$ cat src/rtl/mem_arb_pkg.sv
// mem_arb_pkg: shared state/owner types and default sizes for the instruction/data memory arbiter.
// Latency: n/a, declarations only.
// Backpressure: n/a.
package mem_arb_pkg;

  localparam int DEF_ADDR_W  = 8;
  localparam int DEF_DATA_W  = 32;
  localparam int DEF_MEM_LAT = 1;

  typedef enum logic [1:0] {
    IDLE   = 2'd0,
    ACCESS = 2'd1,
    WAIT   = 2'd2,
    DONE   = 2'd3
  } state_t;

  typedef enum logic {
    OWN_I = 1'b0,
    OWN_D = 1'b1
  } owner_t;

endpackage

$ cat src/rtl/mem_arbiter_if.sv
// mem_arbiter_if: requester handshakes plus single-port memory bus around the arbiter.
// Latency: n/a, wiring only.
// Backpressure: requesters hold req until gnt; the memory has fixed read latency and no stall.
import mem_arb_pkg::*;

interface mem_arbiter_if #(
  parameter int ADDR_W = DEF_ADDR_W,
  parameter int DATA_W = DEF_DATA_W
);

  logic              i_req;
  logic [ADDR_W-1:0] i_addr;
  logic              i_gnt;
  logic              i_done;
  logic [DATA_W-1:0] i_rdata;

  logic              d_req;
  logic              d_we;
  logic [ADDR_W-1:0] d_addr;
  logic [DATA_W-1:0] d_wdata;
  logic              d_gnt;
  logic              d_done;
  logic [DATA_W-1:0] d_rdata;

  logic              mem_en;
  logic              mem_we;
  logic [ADDR_W-1:0] mem_addr;
  logic [DATA_W-1:0] mem_wdata;
  logic [DATA_W-1:0] mem_rdata;

  logic              busy;

  // arbiter side
  modport slave (
    input  i_req, i_addr, d_req, d_we, d_addr, d_wdata, mem_rdata,
    output i_gnt, i_done, i_rdata, d_gnt, d_done, d_rdata,
    output mem_en, mem_we, mem_addr, mem_wdata, busy
  );

  // requesters and memory side
  modport master (
    output i_req, i_addr, d_req, d_we, d_addr, d_wdata, mem_rdata,
    input  i_gnt, i_done, i_rdata, d_gnt, d_done, d_rdata,
    input  mem_en, mem_we, mem_addr, mem_wdata, busy
  );

endinterface

$ cat src/rtl/mem_arb_pick.sv
// mem_arb_pick: combinational winner select between fetch and data requests (MEM_ARB_RR_EN = round-robin).
// Latency: 0 cycles, purely combinational.
// Backpressure: none; the caller only consumes the result while idle.
import mem_arb_pkg::*;

module mem_arb_pick (
  input  logic   i_req,
  input  logic   d_req,
`ifdef MEM_ARB_RR_EN
  input  owner_t last,
`endif
  output logic   any_req,
  output owner_t win
);

  // choose the owner of the next access
  always_comb begin
    any_req = i_req | d_req;
    win     = OWN_D;
`ifdef MEM_ARB_RR_EN
    // on a tie the side that was not granted last goes next
    if (i_req && d_req) begin
      win = (last == OWN_I) ? OWN_D : OWN_I;
    end else if (i_req) begin
      win = OWN_I;
    end
`else
    // data always beats fetch
    if (i_req && !d_req) begin
      win = OWN_I;
    end
`endif
  end

endmodule

$ cat src/rtl/mem_arbiter.sv
// mem_arbiter: shares one single-port memory between fetch and load/store, one access in flight (MEM_ARB_RR_EN = round-robin).
// Latency: gnt 1 cycle after req is seen in IDLE, done MEM_LAT+2 cycles after that edge.
// Backpressure: requests are ignored while busy; a requester holds req until it sees its gnt pulse.
import mem_arb_pkg::*;

module mem_arbiter #(
  parameter int ADDR_W  = DEF_ADDR_W,
  parameter int DATA_W  = DEF_DATA_W,
  parameter int MEM_LAT = DEF_MEM_LAT
) (
  input logic          clk,
  input logic          rst,
  mem_arbiter_if.slave bus
);

  state_t            state;
  state_t            state_nxt;
  owner_t            owner_q;
  owner_t            win;
  logic              any_req;
  logic              we_q;
  logic [2:0]        cnt_q;
  logic [ADDR_W-1:0] addr_q;
  logic [DATA_W-1:0] wdata_q;
  logic [DATA_W-1:0] i_rdata_q;
  logic [DATA_W-1:0] d_rdata_q;
  logic              mem_en;
  logic              mem_we;
  logic              i_gnt;
  logic              d_gnt;
  logic              i_done;
  logic              d_done;

`ifdef MEM_ARB_RR_EN
  owner_t            last_q;
`endif

  mem_arb_pick u_pick (
    .i_req   (bus.i_req),
    .d_req   (bus.d_req),
`ifdef MEM_ARB_RR_EN
    .last    (last_q),
`endif
    .any_req (any_req),
    .win     (win)
  );

  // state register
  always_ff @(posedge clk or negedge rst) begin
    if (!rst) begin
      state <= IDLE;
    end else begin
      state <= state_nxt;
    end
  end

  // next state and the per-state strobes
  always_comb begin
    state_nxt = state;
    mem_en    = 1'b0;
    mem_we    = 1'b0;
    i_gnt     = 1'b0;
    d_gnt     = 1'b0;
    i_done    = 1'b0;
    d_done    = 1'b0;
    case (state)
      IDLE: begin
        if (any_req) begin
          state_nxt = ACCESS;
        end
      end
      ACCESS: begin
        mem_en    = 1'b1;
        mem_we    = we_q;
        i_gnt     = (owner_q == OWN_I);
        d_gnt     = (owner_q == OWN_D);
        state_nxt = WAIT;
      end
      WAIT: begin
        if (cnt_q == 3'd1) begin
          state_nxt = DONE;
        end
      end
      DONE: begin
        i_done    = (owner_q == OWN_I);
        d_done    = (owner_q == OWN_D);
        state_nxt = IDLE;
      end
      default: state_nxt = IDLE;
    endcase
  end

  // latch the winner's request, count the wait, capture read data on the last wait edge
  always_ff @(posedge clk or negedge rst) begin
    if (!rst) begin
      owner_q   <= OWN_D;
      we_q      <= 1'b0;
      addr_q    <= '0;
      wdata_q   <= '0;
      cnt_q     <= '0;
      i_rdata_q <= '0;
      d_rdata_q <= '0;
    end else begin
      case (state)
        IDLE: begin
          if (any_req) begin
            owner_q <= win;
            if (win == OWN_D) begin
              we_q    <= bus.d_we;
              addr_q  <= bus.d_addr;
              wdata_q <= bus.d_wdata;
            end else begin
              // fetches are read-only
              we_q    <= 1'b0;
              addr_q  <= bus.i_addr;
              wdata_q <= '0;
            end
          end
        end
        ACCESS: cnt_q <= 3'(MEM_LAT);
        WAIT: begin
          cnt_q <= cnt_q - 3'd1;
          if (cnt_q == 3'd1 && !we_q) begin
            if (owner_q == OWN_I) begin
              i_rdata_q <= bus.mem_rdata;
            end else begin
              d_rdata_q <= bus.mem_rdata;
            end
          end
        end
        default: ;
      endcase
    end
  end

`ifdef MEM_ARB_RR_EN
  // remember who was granted so a tie goes to the other side next time
  always_ff @(posedge clk or negedge rst) begin
    if (!rst) begin
      last_q <= OWN_D;
    end else if (state == ACCESS) begin
      last_q <= owner_q;
    end
  end
`endif

  assign bus.mem_en    = mem_en;
  assign bus.mem_we    = mem_we;
  assign bus.mem_addr  = addr_q;
  assign bus.mem_wdata = wdata_q;
  assign bus.i_gnt     = i_gnt;
  assign bus.d_gnt     = d_gnt;
  assign bus.i_done    = i_done;
  assign bus.d_done    = d_done;
  assign bus.i_rdata   = i_rdata_q;
  assign bus.d_rdata   = d_rdata_q;
  assign bus.busy      = (state != IDLE);

endmodule

$ cat src/flat_wrapper.sv
// flat-port wrapper written by rule: the top's interface ports become plain ports
module mem_arbiter_flat 
#(
  parameter int ADDR_W  = DEF_ADDR_W,
  parameter int DATA_W  = DEF_DATA_W,
  parameter int MEM_LAT = DEF_MEM_LAT
)
  (clk, rst, bus_i_req, bus_i_addr, bus_d_req, bus_d_we, bus_d_addr, bus_d_wdata, bus_mem_rdata, bus_i_gnt, bus_i_done, bus_i_rdata, bus_d_gnt, bus_d_done, bus_d_rdata, bus_mem_en, bus_mem_we, bus_mem_addr, bus_mem_wdata, bus_busy);
  mem_arbiter_if #(.ADDR_W(ADDR_W), .DATA_W(DATA_W)) bus_i ();
  input logic clk;
  input logic rst;
  input wire logic [$bits(bus_i.i_req)-1:0] bus_i_req;
  input wire logic [$bits(bus_i.i_addr)-1:0] bus_i_addr;
  input wire logic [$bits(bus_i.d_req)-1:0] bus_d_req;
  input wire logic [$bits(bus_i.d_we)-1:0] bus_d_we;
  input wire logic [$bits(bus_i.d_addr)-1:0] bus_d_addr;
  input wire logic [$bits(bus_i.d_wdata)-1:0] bus_d_wdata;
  input wire logic [$bits(bus_i.mem_rdata)-1:0] bus_mem_rdata;
  output wire logic [$bits(bus_i.i_gnt)-1:0] bus_i_gnt;
  output wire logic [$bits(bus_i.i_done)-1:0] bus_i_done;
  output wire logic [$bits(bus_i.i_rdata)-1:0] bus_i_rdata;
  output wire logic [$bits(bus_i.d_gnt)-1:0] bus_d_gnt;
  output wire logic [$bits(bus_i.d_done)-1:0] bus_d_done;
  output wire logic [$bits(bus_i.d_rdata)-1:0] bus_d_rdata;
  output wire logic [$bits(bus_i.mem_en)-1:0] bus_mem_en;
  output wire logic [$bits(bus_i.mem_we)-1:0] bus_mem_we;
  output wire logic [$bits(bus_i.mem_addr)-1:0] bus_mem_addr;
  output wire logic [$bits(bus_i.mem_wdata)-1:0] bus_mem_wdata;
  output wire logic [$bits(bus_i.busy)-1:0] bus_busy;
  assign bus_i.i_req = bus_i_req;
  assign bus_i.i_addr = bus_i_addr;
  assign bus_i.d_req = bus_d_req;
  assign bus_i.d_we = bus_d_we;
  assign bus_i.d_addr = bus_d_addr;
  assign bus_i.d_wdata = bus_d_wdata;
  assign bus_i.mem_rdata = bus_mem_rdata;
  assign bus_i_gnt = bus_i.i_gnt;
  assign bus_i_done = bus_i.i_done;
  assign bus_i_rdata = bus_i.i_rdata;
  assign bus_d_gnt = bus_i.d_gnt;
  assign bus_d_done = bus_i.d_done;
  assign bus_d_rdata = bus_i.d_rdata;
  assign bus_mem_en = bus_i.mem_en;
  assign bus_mem_we = bus_i.mem_we;
  assign bus_mem_addr = bus_i.mem_addr;
  assign bus_mem_wdata = bus_i.mem_wdata;
  assign bus_busy = bus_i.busy;
  mem_arbiter #(.ADDR_W(ADDR_W), .DATA_W(DATA_W), .MEM_LAT(MEM_LAT)) u_core (.clk(clk), .rst(rst), .bus(bus_i));
endmodule
$ cat config.mk
export PLATFORM = sky130hd
export DESIGN_NAME = mem_arbiter_flat
export DESIGN_NICKNAME = d
export VERILOG_FILES = /design/src/rtl/mem_arb_pkg.sv /design/src/rtl/mem_arbiter_if.sv /design/src/rtl/mem_arb_pick.sv /design/src/rtl/mem_arbiter.sv /design/src/flat_wrapper.sv
export SDC_FILE = /design/constraint.sdc
export NUM_CORES = 1
export LEC_CHECK = 0
export BUFFER_PORTS_ARGS = -buffer_cell sky130_fd_sc_hd__buf_2
export CORE_ASPECT_RATIO = 0.5
export CORE_MARGIN = 1.5
export CORE_UTILIZATION = 35
export DETAILED_ROUTE_END_ITERATION = 8
export MAX_ROUTING_LAYER = met4
export PLACE_DENSITY_LB_ADDON = 0.3
export SETUP_SLACK_MARGIN = 0.3
export SLEW_MARGIN = 40
export SYNTH_ARGS = -nofsm -noshare
export SYNTH_HDL_FRONTEND = slang
export SYNTH_HIERARCHICAL = 1
export SYNTH_SLANG_ARGS = --single-unit
$ cat constraint.sdc
create_clock -name clk -period 2.7 [get_ports clk]
set_clock_uncertainty 0.2 [all_clocks]
set_input_delay 0.27 -clock clk [delete_from_list [all_inputs] [get_ports clk]]
set_output_delay 0.27 -clock clk [all_outputs]
set_load 0.01 [all_outputs]
==> out/qor.csv <==
stage,metric,value,unit
global_routing,grt_first_pass_wirelength,16260,um
sta,slew_viol_final,0,
die,die_x,165.2,um
routing,firstDrtPassIters,4,
synth,synth_seq_cells,111,
die,core-area,12740,um2
sta,worst_pin_slew,526.5,ps
outcome,status,finished clean,
critical_path,worstSetupStartpointType,flop,
hold_path,hold_path.class,in -> reg,
sta,fin_setup_tns,0,ps
synth,yosysSeqAreaShare,60.39,%
layout,fillers,1113,
critical_path,cpLargestDelayFamily,simple AND/OR/NAND/NOR gates,
synth,syn-instance-count,357,
layout,final_common_cell,buf_2,
routing,drt_iter0_drc,121,
clock_tree,clk_pin_slew,70,ps
critical_path,critical_path.max_fanout,32,
synth,yosys.area.top_type_share,59.82,%
synth,yosys.cell_types.count,27,
synth,syn-cell-area,4602,um2
die,num_rows,29,
critical_path,crit_type,reg -> reg,
power_and_ir_drop,pwr_density_cell,1078,nW/um2
critical_path,regToRegSetupSlack,520,ps
routing,routedWlPerCell,13.04,um
global_routing,grt_use_total,15.50,%
critical_path,worstPathArrival,2200,ps
synth,synth.area.top_cells,"dfrtp_1, mux2_4, mux2_2, nand2_1, o21ai_0",
sta,max_slew_margin,64.90,%
layout,layout.nets,705,
synth,synth.largest_area_cell,dfrtp_1,
critical_path,slowest_delay,410,ps
die,start_util,36.13,%
routing,drtAntennaViolNets,0,
critical_path,timing.critical_path.to_type,flop,
job,max_cap_violations,0,
global_routing,antenna_found_initial,0,
die,die_area,13890,um2
sta,timing.final.crit_share,80.70,%
global_routing,grt_pass1_vias,3359,
clock_tree,cts.sinks,111,
clock_tree,htree_levels,3,
placed_design,portBuffers,195,
layout,final_cell_mix,"buf_2, dfrtp_1, nand2_1",
sta,hold_viol,0,
layout,area_growth,45.76,%
sta,fmax,458.9,MHz
routing,wl,10280,um
clock_tree,cts_resized,0,
placed_design,gp_congestion,0.7428,
clock_tree,worstSkewPairLatency,340,ps
clock_tree,clockRootBuffer,clkbuf_16,
critical_path,crit_required,2720,ps
routing,via_per_inst,4.415,
sta,min_period,2179,ps
clock_tree,clk_path_buf_depth,2,
critical_path,crit_chain,"inv_1, ha_1, nand4bb_1, or2_2, buf_12, mux2_4",
die,io_pins,196,
global_routing,grt_max_degree,83,
placed_design,hpwl,6757,um
synth,synthesis.nets,449,
sta,grt_setup_unrepaired,false,
placed_design,placed_cell_area,5751,um2
power_and_ir_drop,peakVddDrop,0.4259,mV
routing,remaining_drc_errors,0,
sta,setup_viol,0,
layout,antennaDiodeCount,0,
layout,layout-drive-gt1-share,46.28,%
clock_tree,cts_buffers,9,
routing,via_count,3479,
layout,final_area,6708,um2
global_routing,overflow,0,
critical_path,worst-path-buf-inv,2,
power_and_ir_drop,leakagePower,3.501,nW
synth,syn_avg_cell_area,12.89,um2
synth,yosysWarnings,6,
clock_tree,cts_tree,yes,
critical_path,cp_slowest_cell,dfrtp_1,
die,die_h,84.08,um
[worst min-delay path, stage by stage]
cell and delay (ps):
buf_2 70, mux2i_1 50, o21ai_0 130
[routing by layer]
metal,vias up,track usage (%),part of all wire (%)
li1,1700,-,-
met4,0,7.535,2.9
met5,-,-,0
met1,1648,17.75,42
met2,102,25.60,50
met3,29,3.626,4.5
[cells in the mapped netlist (all sizes together)]
cell type / n
mux2i: 8
nand3b: 2
inv: 7
nor2: 1
a21oi: 1
o2bb2ai: 1
ha: 7
dfrtp: 110
o21ai: 43
or2: 2
nand2: 75
nand2b: 2
and2: 3
o21a: 1
dfstp: 1
nand4bb: 1
nand3: 1
buf: 10
nor2b: 3
mux2: 66
o32a: 1
clkbuf: 11
[state kept, by name, indices dropped and copies added, names as in the netlist]
register              count
u_core/bus.d_rdata       32
u_core/bus.i_rdata       32
u_core/bus.mem_addr       8
u_core/bus.mem_wdata     32
u_core/cnt_q              3
u_core/owner_q            1
u_core/state              2
u_core/we_q               1
[path summary, 6_finish.rpt]
path | from | endpoint | cells after the start
max | u_core/state[0]$_DFFE_PN0P_ | u_core/bus.d_rdata[1]$_DFFE_PN0P_ | 6
min | bus_i_addr[3] | u_core/bus.mem_addr[3]$_DFFE_PN0P_ | 3
max reg2reg | u_core/state[0]$_DFFE_PN0P_ | u_core/bus.d_rdata[1]$_DFFE_PN0P_ | 6
min reg2reg | u_core/bus.mem_wdata[27]$_DFFE_PN0P_ | u_core/bus.mem_wdata[27]$_DFFE_PN0P_ | 2
max in group asynchronous | rst | u_core/bus.i_rdata[6]$_DFFE_PN0P_ | 3
min in group asynchronous | rst | u_core/bus.mem_addr[4]$_DFFE_PN0P_ | 2
[what timing repair did]
action,4_1_cts,5_1_grt
buffers inserted,0,0
endpoints found under the hold margin,128,0
hold buffers,66,0
[stage by stage]
stage               cells  util (%)  hold slack [ps]  setup slack [ps]  power (mW)
finish                788     52.67            12.24             521.0       7.228
global route          788     52.67            6.013             422.9       7.744
CTS                   788     52.67            1.780             518.2       7.336
detailed placement    706     45.15            50.61             524.8       5.932
global placement      706     45.11            49.51             574.4       5.844
floorplan             357         -           -225.6             753.0       4.780
[layout make-up]
cell class | instances | area (um2) | share of cell area (%)
clock inverters | 2 | 12.51 | 0.1865
multi-input cells | 218 | 1667 | 24.85
clock buffers | 14 | 284.0 | 4.234
well taps | 170 | 212.7 | 3.171
flip-flops and latches | 111 | 2779 | 41.43
repair buffers | 266 | 1727 | 25.74
inverters | 7 | 26.28 | 0.3917
[logic make-up (layout without fill, tap and decap cells)]
group / count (synthesis) / in the layout / synth area share (%)
muxes: 74 / 74 / 20.34
adders and majority gates: 7 / 7 / 1.903
and+or+nand+nor: 90 / 90 / 8.238
AOI/OAI and AO/OA: 47 / 47 / 5.356
buffers and inverters: 28 / 289 / 3.779
DFF: 111 / 111 / 60.39
[power breakdown]
group          internal, mW  total [mW]  switching (mW)
clock                 0.727        1.30           0.569
combinational          1.60        3.06            1.46
sequential             2.47        2.87           0.404
total                  4.79        7.23            2.43
(Power assumes the default switching activity.)
